### config.mk
export PLATFORM = sky130hd
export DESIGN_NAME = spi_mst_core
export DESIGN_NICKNAME = d
export VERILOG_FILES = /design/src/rtl/spi_mst_core.sv
export SDC_FILE = /design/constraint.sdc
export NUM_CORES = 1
export LEC_CHECK = 0
export ABC_AREA = 1
export CORE_MARGIN = 3
export CORE_UTILIZATION = 35
export CTS_BUF_LIST = sky130_fd_sc_hd__clkbuf_8
export CTS_CLUSTER_DIAMETER = 150
export DETAILED_ROUTE_END_ITERATION = 10
export PLACE_DENSITY = 0.62
export SLEW_MARGIN = 15
export SYNTH_ARGS = -nofsm -noshare
export SYNTH_HDL_FRONTEND = slang
export SYNTH_SLANG_ARGS = --single-unit
### constraint.sdc
create_clock -name clk -period 15.8 [get_ports clk]
set_input_delay 3.16 -clock clk [delete_from_list [all_inputs] [get_ports clk]]
set_output_delay 3.16 -clock clk [all_outputs]
set_load 0.01 [all_outputs]
### src/rtl/spi_mst_core.sv
// SPI master engine: shifts up to 128 bits out on MOSI (MSB first)
// while capturing MISO, framed in 8- or 16-bit words, any CPOL/CPHA.
//
// Ports:
//   clk        system clock
//   rstn       asynchronous reset, active-high
//   mst_wfifo  transmit data, bit 127 sent first
//   mst_ctrl   [7] start (0->1 edge), [3:0] word count - 1
//   mst_rfifo  received data, first bit lands in bit 127
//   mst_status [7] busy, [6] done (sticky), [3:0] latched len
//   scl/ss/mosi/miso  SPI bus (ss active low)
module spi_mst_core #(
   parameter int MODE_16B = 0,
   parameter int CPOL     = 1,
   parameter int CPHA     = 0,
   parameter int CLK_DIV  = 4
) (
   input  logic         clk,
   input  logic         rstn,
   input  logic [127:0] mst_wfifo,
   input  logic [7:0]   mst_ctrl,
   output logic [127:0] mst_rfifo,
   output logic [7:0]   mst_status,
   output logic         scl,
   output logic         ss,
   output logic         mosi,
   input  logic         miso
);

   localparam logic [1:0] S_IDLE  = 2'd0;
   localparam logic [1:0] S_SETUP = 2'd1;
   localparam logic [1:0] S_XFER  = 2'd2;
   localparam logic [1:0] S_HOLD  = 2'd3;

   localparam int          DW      = $clog2(CLK_DIV);
   localparam logic [DW-1:0] DIV_MAX = DW'(CLK_DIV - 1);
   localparam logic        P_CPOL  = (CPOL != 0);
   localparam logic        P_CPHA  = (CPHA != 0);

   logic [1:0]    r_state;
   logic [DW-1:0] r_div;
   logic [7:0]    r_edge;
   logic [3:0]    r_len;
   logic [127:0]  r_sr;
   logic [127:0]  r_rfifo;
   logic          r_scl;
   logic          r_ss;
   logic          r_mosi;
   logic          r_done;
   logic          r_start_q;

   logic          w_start;
   logic          w_tick;
   logic          w_sample;
   logic [2:0]    w_len16;
   logic [7:0]    w_last;
   logic [6:0]    w_ridx;
   logic          w_unused;

   assign w_unused = ^mst_ctrl[6:4];

   assign w_start = mst_ctrl[7] & ~r_start_q & (r_state == S_IDLE);
   assign w_tick  = (r_div == DIV_MAX);

   // Even edge index = leading edge; CPHA picks which parity samples.
   assign w_sample = (r_edge[0] == P_CPHA);
   assign w_ridx   = 7'd127 - r_edge[7:1];

   // Index of the final (trailing) edge: 2*NBITS - 1.
   always_comb begin
      w_len16 = r_len[3] ? 3'd7 : r_len[2:0];
      w_last  = (MODE_16B != 0) ? {w_len16, 5'h1F} : {r_len, 4'hF};
   end

   always_ff @(posedge clk or posedge rstn) begin
      if (rstn) begin
         r_state   <= S_IDLE;
         r_div     <= '0;
         r_edge    <= '0;
         r_len     <= '0;
         r_sr      <= '0;
         r_rfifo   <= '0;
         r_scl     <= P_CPOL;
         r_ss      <= 1'b1;
         r_mosi    <= 1'b0;
         r_done    <= 1'b0;
         r_start_q <= 1'b0;
      end else begin
         r_start_q <= mst_ctrl[7];
         unique case (r_state)
            S_IDLE: begin
               if (w_start) begin
                  r_state <= S_SETUP;
                  r_div   <= '0;
                  r_edge  <= '0;
                  r_len   <= mst_ctrl[3:0];
                  r_rfifo <= '0;
                  r_done  <= 1'b0;
                  r_ss    <= 1'b0;
                  // CPHA=0 presents bit 0 before the first edge;
                  // CPHA=1 drives it on the leading edge instead.
                  r_mosi  <= P_CPHA ? 1'b0 : mst_wfifo[127];
                  r_sr    <= P_CPHA ? mst_wfifo
                                    : {mst_wfifo[126:0], 1'b0};
               end
            end
            S_SETUP, S_XFER: begin
               r_div <= w_tick ? '0 : r_div + DW'(1);
               if (w_tick) begin
                  r_scl  <= ~r_scl;
                  r_edge <= r_edge + 8'd1;
                  if (w_sample) begin
                     r_rfifo[w_ridx] <= miso;
                  end else begin
                     r_mosi <= r_sr[127];
                     r_sr   <= {r_sr[126:0], 1'b0};
                  end
                  if (r_state == S_SETUP) begin
                     r_state <= S_XFER;
                  end else if (r_edge == w_last) begin
                     r_state <= S_HOLD;
                  end
               end
            end
            S_HOLD: begin
               r_div <= w_tick ? '0 : r_div + DW'(1);
               if (w_tick) begin
                  r_state <= S_IDLE;
                  r_ss    <= 1'b1;
                  r_mosi  <= 1'b0;
                  r_done  <= 1'b1;
               end
            end
         endcase
      end
   end

   assign scl        = r_scl;
   assign ss         = r_ss;
   assign mosi       = r_mosi;
   assign mst_rfifo  = r_rfifo;
   assign mst_status = {(r_state != S_IDLE), r_done, 2'b00, r_len};

endmodule

== After elaboration in Yosys (flattened, before gate mapping) ==
Cells that the tools add are included.

* Bits in registers: 277
* Latch bits: 0
* RAM bits: 0
* Bits in read-only memories: 0
* Input port bits: 139
* Output and inout bits: 139
* Logic and storage cells: 77
* Memories kept: 0

* $add $sub $neg: 3
* $mul: 0
* Div/mod/pow operators: 0
* $lt $le $gt $ge: 2
* Equality and inequality tests: 11
* Shift-type cells: 0
* Muxes and demuxes: 31
* Bitwise gates (word level): 4
* Reduce and logical (&&, ||, !) cells: 15

{| class="wikitable"
|+ Operator list
! kind !! count
|-
| $mux W128 || 6
|-
| $pmux W128 S2 || 2
|-
| $bwmux W128 || 1
|-
| $mux W8 || 2
|-
| $pmux W8 S2 || 1
|-
| $reduce_and A4 Y1 || 4
|-
| $mux W2 || 7
|-
| $ne A2 B2 Y1 const B || 5
|-
| $add A8 B1 Y8 const B || 1
|-
| $eq A8 B8 Y1 || 1
|-
| $lt A7 B8 Y1 const B || 1
|-
| $demux W1 S7 || 1
|-
| $ge A7 B1 Y1 const B || 1
|-
| $mux W1 || 7
|-
| $sub A7 B7 Y7 const A || 1
|-
| $eq A2 B2 Y1 const B || 3
|-
| $pmux W2 S3 || 1
|-
| $reduce_and A3 Y1 || 2
|-
| $reduce_bool A2 Y1 || 3
|-
| $pmux W2 S2 || 1
|-
| $reduce_and A2 Y1 || 2
|-
| $ne A3 B3 Y1 const B || 1
|-
| $pmux W1 S3 || 1
|-
| $reduce_or A3 Y1 || 1
|-
| 8 further kinds || 10
|}

== Logic depth before layout (Yosys ltp) ==
Gate-level depths: netlist (run 1).

* Depth after elaboration: 9
* Depth in mapped cells: 13
* Mapped depth without buffers: 10

== Worst setup path after synthesis (run 1) ==
Ideal clock, no wire load.

* Path kind: input to register
* Start: in mst_ctrl[7]
* End: reg r_rfifo[10], in the netlist mst_rfifo[10]
* Library setup time: 117 ps
* Arrival time: 4,205 ps
* Required time: 15,683 ps
* Slack: 11,478 ps
* Stages: 9
* Cells stage by stage: inv_1 nor3_4 nand2_2 o21ai_2 buf_6 buf_6 nand2_1 nand2_1 nand2_1

* Cells in the longest elaborated chain, start to end: 4

{| class="wikitable"
|+ RTL lines
! item !! line !! RTL
|-
| start, declared || 21 || <nowiki>input logic [7:0] mst_ctrl,</nowiki>
|-
| $and A1 B1 Y1 (2 in a row) || 62 || <nowiki>assign w_start = mst_ctrl[7] & ~r_start_q & (r_state == S_IDLE);</nowiki>
|-
| $ne A2 B2 Y1 (no source line) || -- ||
|-
| $reduce_and A4 Y1 (no source line) || -- ||
|-
| end signal, assigned by index || 113 || <nowiki>r_rfifo[w_ridx] <= miso;</nowiki>
|-
| end, declared || 45 || <nowiki>logic [127:0] r_rfifo;</nowiki>
|}

Every way passes these cells.
A chain may end at the register's enable or synchronous reset.

== Worst setup path after layout (run 1) ==
* Start: in mst_ctrl[7]
* End: reg r_rfifo[92], in the netlist mst_rfifo[92]

Same word-level chain as after synthesis.

==> results.json, run 1 <==
{
  "status": "finished, final reports clean",
  "slew_viol_final": 0,
  "finalCritPeriodShare": 0.368,
  "p_int_uw": 1840,
  "setup_tns_ns": 0,
  "htree_num_levels": 2,
  "drt_iter0_markers": 875,
  "netSwitchingPower_uw": 1580,
  "max_freq_mhz": 172,
  "clock_power_share": 0.195,
  "critical_path_required_ns": 16.29,
  "startpoint_type": "primary input",
  "cp_slowest_cell": "o21ai_4",
  "critical_path.max_stage_delay_ns": 0.89,
  "clkSlewWorstSetupHoldPaths_ns": 0.06,
  "totalWireLength_um": 39900,
  "antenna_found_initial": 9,
  "worstHoldPathType": "flop to flop",
  "cp.arrival_ns": 6.31,
  "start_util": 0.360,
  "drive_gt1_frac": 0.0539,
  "synth_async_sr_flop_share": 1.00,
  "synthFlopType": "dfrtp_1",
  "cts_tree": "yes",
  "synth_area_leaders": "dfrtp_1 50%, nand2_1 24%, a31oi_1 5.7%, nand3_1 5.2%, nor2_1 4.2%",
  "postLayoutCoreUtil": 0.461,
  "hold_violations": 0,
  "rows": 71,
  "endpoint_kind": "flop",
  "die_x_um": 204,
  "cts-hold-fix-buffers": 0,
  "synth_top_area_frac": 0.500,
  "die_area_um2": 41600,
  "yosysTopAreaCell": "dfrtp_1",
  "rsz0062_at_grt": "no",
  "routedWlPerCell_um": 15.4,
  "p_leak_uw": 0.00811,
  "power.share.switching": 0.463,
  "grtUsageTotal": 0.190,
  "clock_path_buffers": 3,
  "ir_drop_mv": 0.229,
  "place_congestion": 0.801,
  "root_buffer": "clkbuf_8",
  "detailed_place_hpwl_um": 25400,
  "ctsResizeCount": 0,
  "seq_power_share": 0.306,
  "core_um2": 38100,
  "clock_latency_ns": 0.62,
  "viasPerCell": 4.88,
  "worst-slew-pin-transition_ns": 1.15,
  "grt_pass1_wl_um": 64100,
  "portBuffers": 272,
  "setup_viol": 0,
  "yosysUniqueCellTypes": 31,
  "grt_pass1_vias": 11800,
  "synth_area_um2": 13700,
  "nets": 2188,
  "synth.most_common_cell": "nand2_1",
  "io-pin-count": 278,
  "combPwrFrac": 0.499,
  "die_y_um": 204,
  "yosysSeqAreaShare": 0.504,
  "skew_ns": 0.0243,
  "synth_enable_flop_cells": 0,
  "fill_cells": 3787,
  "worst-path-max-fanout": 85,
  "ys_top_cells_by_count": "865 x nand2_1, 274 x dfrtp_1, 153 x nor2_1",
  "instances_no_fill": 2589,
  "relSlewSlack": 0.229,
  "drc": 0,
  "numCtsBuffers": 50,
  "placed_cells": 2500,
  "cap_violations": 0,
  "fin_crit_ns": 5.82,
  "vias": 12600,
  "first_pass_iters": 7,
  "path_class": "primary input to flop",
  "synth_cells": 1842,
  "dpl_worst_slack_ns": 9.37,
  "power.density_nw_per_um2": 195,
  "drtAntennaViolNets": 0,
  "n_antenna_cell": 0,
  "syn_to_final_growth_pct": 28.0,
  "ys_warn_count": 0,
  "path_cells": "clkdlybuf4s50_1, inv_1, o21ai_2, nand2_2, o21ai_4, buf_4, nand2_1, nand2_1, nand2_1",
  "hold-worst-slack_ns": 0.465,
  "cp_common_cell": "nand2_1",
  "synth_area_per_cell_um2": 7.44,
  "grt_max_degree": 230,
  "fin_ws_ns": 9.98,
  "cts_setup_buffers": 0,
  "overflow": 0,
  "cts_sinks": 276,
  "synth_seq_cells": 276
}
[metal layers]
metal  global-route usage  vias to the layer above  share of wire
li1                     -                     6286              -
met1                0.261                     5857           0.44
met2                0.292                      395           0.44
met3               0.0602                       70          0.092
met4               0.0511                       14          0.019
met5                    0                        -         0.0022
[worst max-delay path: cells and delay by family]
| kind | cells | cell delay (ns) |
|---|---|---|
| buffers and inverters | 3 | 1.37 |
| AND/OR/NAND/NOR | 4 | 0.54 |
| AO/OA/AOI/OAI | 2 | 1.14 |
[area by class of cell]
type / count / area [um^2] / share of cell area
tap: 511 / 639 / 0.0364
multi-input combinational: 1378 / 5930 / 0.338
clock buffer: 65 / 895 / 0.0510
inverter: 45 / 184 / 0.0105
sequential: 276 / 6910 / 0.394
clock inverter: 22 / 97.6 / 0.00556
timing repair buffer: 292 / 2900 / 0.165
[power groups by stage]
stage                     Sequential (uW)  Combinational (uW)  Clock (uW)
after floorplan                      1020                1390           0
after CTS                            1050                1720         694
after global placement               1050                1690           0
final                                1050                1710         667
after global routing                 1070                1970         724
after detailed placement             1060                1720           0
[final timing paths]
kind                                      from             end  cells past startpoint  slack (ns)
worst max register to register      r_state[0]   mst_rfifo[92]                     11       11.89
min in group asynchronous                 rstn        r_sr[54]                      2        3.11
worst min register to register  mst_rfifo[110]  mst_rfifo[110]                      2        0.47
worst min-delay path            mst_rfifo[110]  mst_rfifo[110]                      2        0.47
max in group asynchronous                 rstn  mst_rfifo[104]                      4       10.52
worst max-delay path               mst_ctrl[7]   mst_rfifo[92]                      9        9.98
[kinds of logic after synthesis]
kind of cell	after synthesis	synth area share
simple gates	1183	0.341
flops	276	0.504
buf+inv	189	0.0674
compound gates	184	0.0797
fa+ha+maj	6	0.00547
xor+xnor	2	0.00128
other cells	1	0.000273
mux	1	0.000821
[sequential cells by signal, summed over array words and instances, names as in the netlist]
register,flops
mst_rfifo,128
r_sr,127
r_edge,8
r_len,4
r_div,2
r_state,2
mosi,1
r_done,1
r_start_q,1
scl,1
ss,1
[through the flow]
stage / area, um^2 / power [uW]
after global routing: 17600 / 3760
after CTS: 17500 / 3460
final: 17600 / 3420
after floorplan: 13700 / 2410
after detailed placement: 16500 / 2780
after global placement: 16500 / 2740
[placed cells by master (no fill, tap or decap), types with 6 or more instances in the layout]
master	instances
inv_1	57
nor3_1	6
nand4_1	6
buf_4	18
nand2_1	865
nand3_1	142
a31oi_1	126
o21ai_0	48
clkbuf_8	65
dfrtp_1	274
nor2_1	151
clkdlybuf4s50_1	272
(Power assumes the default switching activity.)
==> run 2: changes to the inputs <==
--- a/config.mk
+++ b/config.mk
@@ -11,7 +11,7 @@
 export CTS_BUF_LIST = sky130_fd_sc_hd__clkbuf_8
 export CTS_CLUSTER_DIAMETER = 150
 export DETAILED_ROUTE_END_ITERATION = 10
-export PLACE_DENSITY = 0.62
+export PLACE_DENSITY = 0.64
 export SLEW_MARGIN = 15
 export SYNTH_ARGS = -nofsm -noshare
 export SYNTH_HDL_FRONTEND = slang
==> constraint.sdc (replaced) <==
create_clock -name clk -period 5.12 [get_ports clk]
set_input_delay 1.024 -clock clk [delete_from_list [all_inputs] [get_ports clk]]
set_output_delay 1.024 -clock clk [all_outputs]
set_load 0.01 [all_outputs]
==> run 2 against run 1 <==
Effect of this change: clock power grew to 3.3 times the previous value; sequential share of layout area is 0.38 points lower; global-route usage fell by 0.23 points; clock skew down 0.0089 ns; setup slack worse by 8.1 ns; hold slack improved by 0.0047 ns; critical path type is now flop to flop; largest cell class unchanged.
==> results.json, run 2 (synthesized netlist as in run 1, its figures left out) <==
{
  "status": "finished, final reports clean",
  "hold_end": "mst_rfifo[114]",
  "drtAntennaViolNets": 0,
  "die_x_um": 204,
  "routedWlPerCell_um": 15.4,
  "syn_to_final_growth_pct": 29.3,
  "worst-path-max-fanout": 39,
  "first_pass_iters": 5,
  "r2r_cells": 9,
  "dpl_cell_area_um2": 16700,
  "critical_path_required_ns": 5.64,
  "io-pin-count": 278,
  "seqCellArea_um2": 6910,
  "max_freq_mhz": 307,
  "die_y_um": 204,
  "cts_sinks": 276,
  "relSlewSlack": 0.257,
  "cts_setup_buffers": 0,
  "die_area_um2": 41600,
  "clock_latency_ns": 0.59,
  "grt_max_degree": 151,
  "grt_pass1_vias": 12000,
  "cp_slowest_cell": "nor2_4",
  "htree_num_levels": 2,
  "hold_violations": 0,
  "stdcell_area_um2": 17700,
  "fin_crit_ns": 3.25,
  "path_class": "flop to flop",
  "portBuffers": 272,
  "power.density_nw_per_um2": 607,
  "crit_path_start": "r_state[0]",
  "cts_tree": "yes",
  "grt_pass1_wl_um": 64100,
  "ctsResizeCount": 0,
  "r2r-start": "r_state[0]",
  "numCtsBuffers": 50,
  "slew_viol_final": 0,
  "place_congestion": 0.809,
  "final_common_cell": "nand2_1",
  "viasPerCell": 4.90,
  "n_antenna_cell": 0,
  "setup_tns_ns": 0,
  "cp_common_cell": "nand2_1",
  "cts-hold-fix-buffers": 0,
  "detailed_place_hpwl_um": 26200,
  "core_um2": 38100,
  "cp_top_family": "simple AND/OR/NAND/NOR gates",
  "cap_violations": 0,
  "holdCritStartpoint": "mst_rfifo[114]",
  "cp.arrival_ns": 3.77,
  "final_cell_mix": "865 x nand2_1, 274 x dfrtp_1, 272 x clkdlybuf4s50_1, 151 x nor2_1, 142 x nand3_1",
  "grtUsageTotal": 0.188,
  "startpoint_type": "flop",
  "endpoint_kind": "flop",
  "nets": 2194,
  "critical_path.max_stage_delay_ns": 0.80,
  "drt_iter0_markers": 757,
  "antenna_found_initial": 5,
  "drc": 0,
  "ir_drop_mv": 0.518,
  "clkSlewWorstSetupHoldPaths_ns": 0.07,
  "vias": 12700,
  "clock_path_buffers": 3,
  "fill_cells": 3788,
  "rsz0062_at_grt": "no",
  "p_leak_uw": 0.00816,
  "regToRegSetupSlack_ns": 1.87,
  "rows": 71,
  "worst-slew-pin-transition_ns": 1.11,
  "totalWireLength_um": 39900,
  "finalCritPeriodShare": 0.636,
  "overflow": 0,
  "setup_viol": 0,
  "worst_r2r_endpoint": "mst_rfifo[116]",
  "largest_register_ffs": 128,
  "path_cells": "inv_1, ha_4, inv_4, nor2_1, nand2_1, nor2_4, buf_12, nand3_1, nand2_1",
  "cp.buffers_inverters": 3,
  "min_path_cells": 2,
  "worstHoldPathType": "flop to flop",
  "drive_gt1_frac": 0.0600,
  "multiInputGateArea_um2": 5930,
  "skew_ns": 0.0155,
  "start_util": 0.360,
  "root_buffer": "clkbuf_8"
}
## run 2: changes by cell type in the layout (fill, tap and decap cells not counted), moves of 2 or more
cell | previous run | this run
inv_1 | 57 | 49
clkinv_2 | 2 | 4
buf_12 | 2 | 7
clkbuf_8 | 65 | 70
## run 2: cell type report
cell class | count | share of cell area
clock buffer | 70 | 0.0543
sequential | 276 | 0.390
tap | 511 | 0.0361
clock inverter | 16 | 0.00579
multi-input combinational | 1378 | 0.335
timing repair buffer | 298 | 0.170
inverter | 45 | 0.00988
## run 2: layer usage
layer  global-route usage  wire length (um)
met1                0.254             17500
met2                0.297             18100
met5                    0                72
met4               0.0450               773
met3               0.0588              3480
## run 2: through the flow
| step | cells | utilization | hold WS [ns] | setup WS (ns) | total power (uW) |
|---|---|---|---|---|---|
| detailed placement | 2508 | 0.437 | 0.459 | 1.51 | 8640 |
| global placement | 2508 | 0.437 | 0.455 | 1.52 | 8480 |
| floorplan | 1843 | - | 0.464 | 0.446 | 7450 |
| global route | 2594 | 0.465 | 0.490 | 1.58 | 11800 |
| finish | 2594 | 0.465 | 0.470 | 1.87 | 10800 |
| CTS | 2594 | 0.465 | 0.473 | 1.80 | 10900 |
## run 2: worst register-to-register path: stages, from the launching register on
cell and delay [ns]:
dfrtp_1 0.41, inv_1 0.11, ha_4 0.50, inv_4 0.24, nor2_1 0.41, nand2_1 0.16
nor2_4 0.80, buf_12 0.33, nand3_1 0.11, nand2_1 0.12
## run 2: report_power, final
part	internal (uW)	switching [uW]	total, uW
clock	1260	951	2210
sequential	2860	379	3240
combinational	1710	3600	5310
total	5820	4930	10800
## run 2: how the worst max path moves through the flow
stage	slack, ns	cells after the start	to
finish	1.87	9	mst_rfifo[116]
CTS	1.80	9	mst_rfifo[116]
global route	1.58	9	mst_rfifo[53]
detailed placement	1.51	9	mst_rfifo[42]
global placement	1.52	9	mst_rfifo[28]
floorplan	0.45	1	mosi
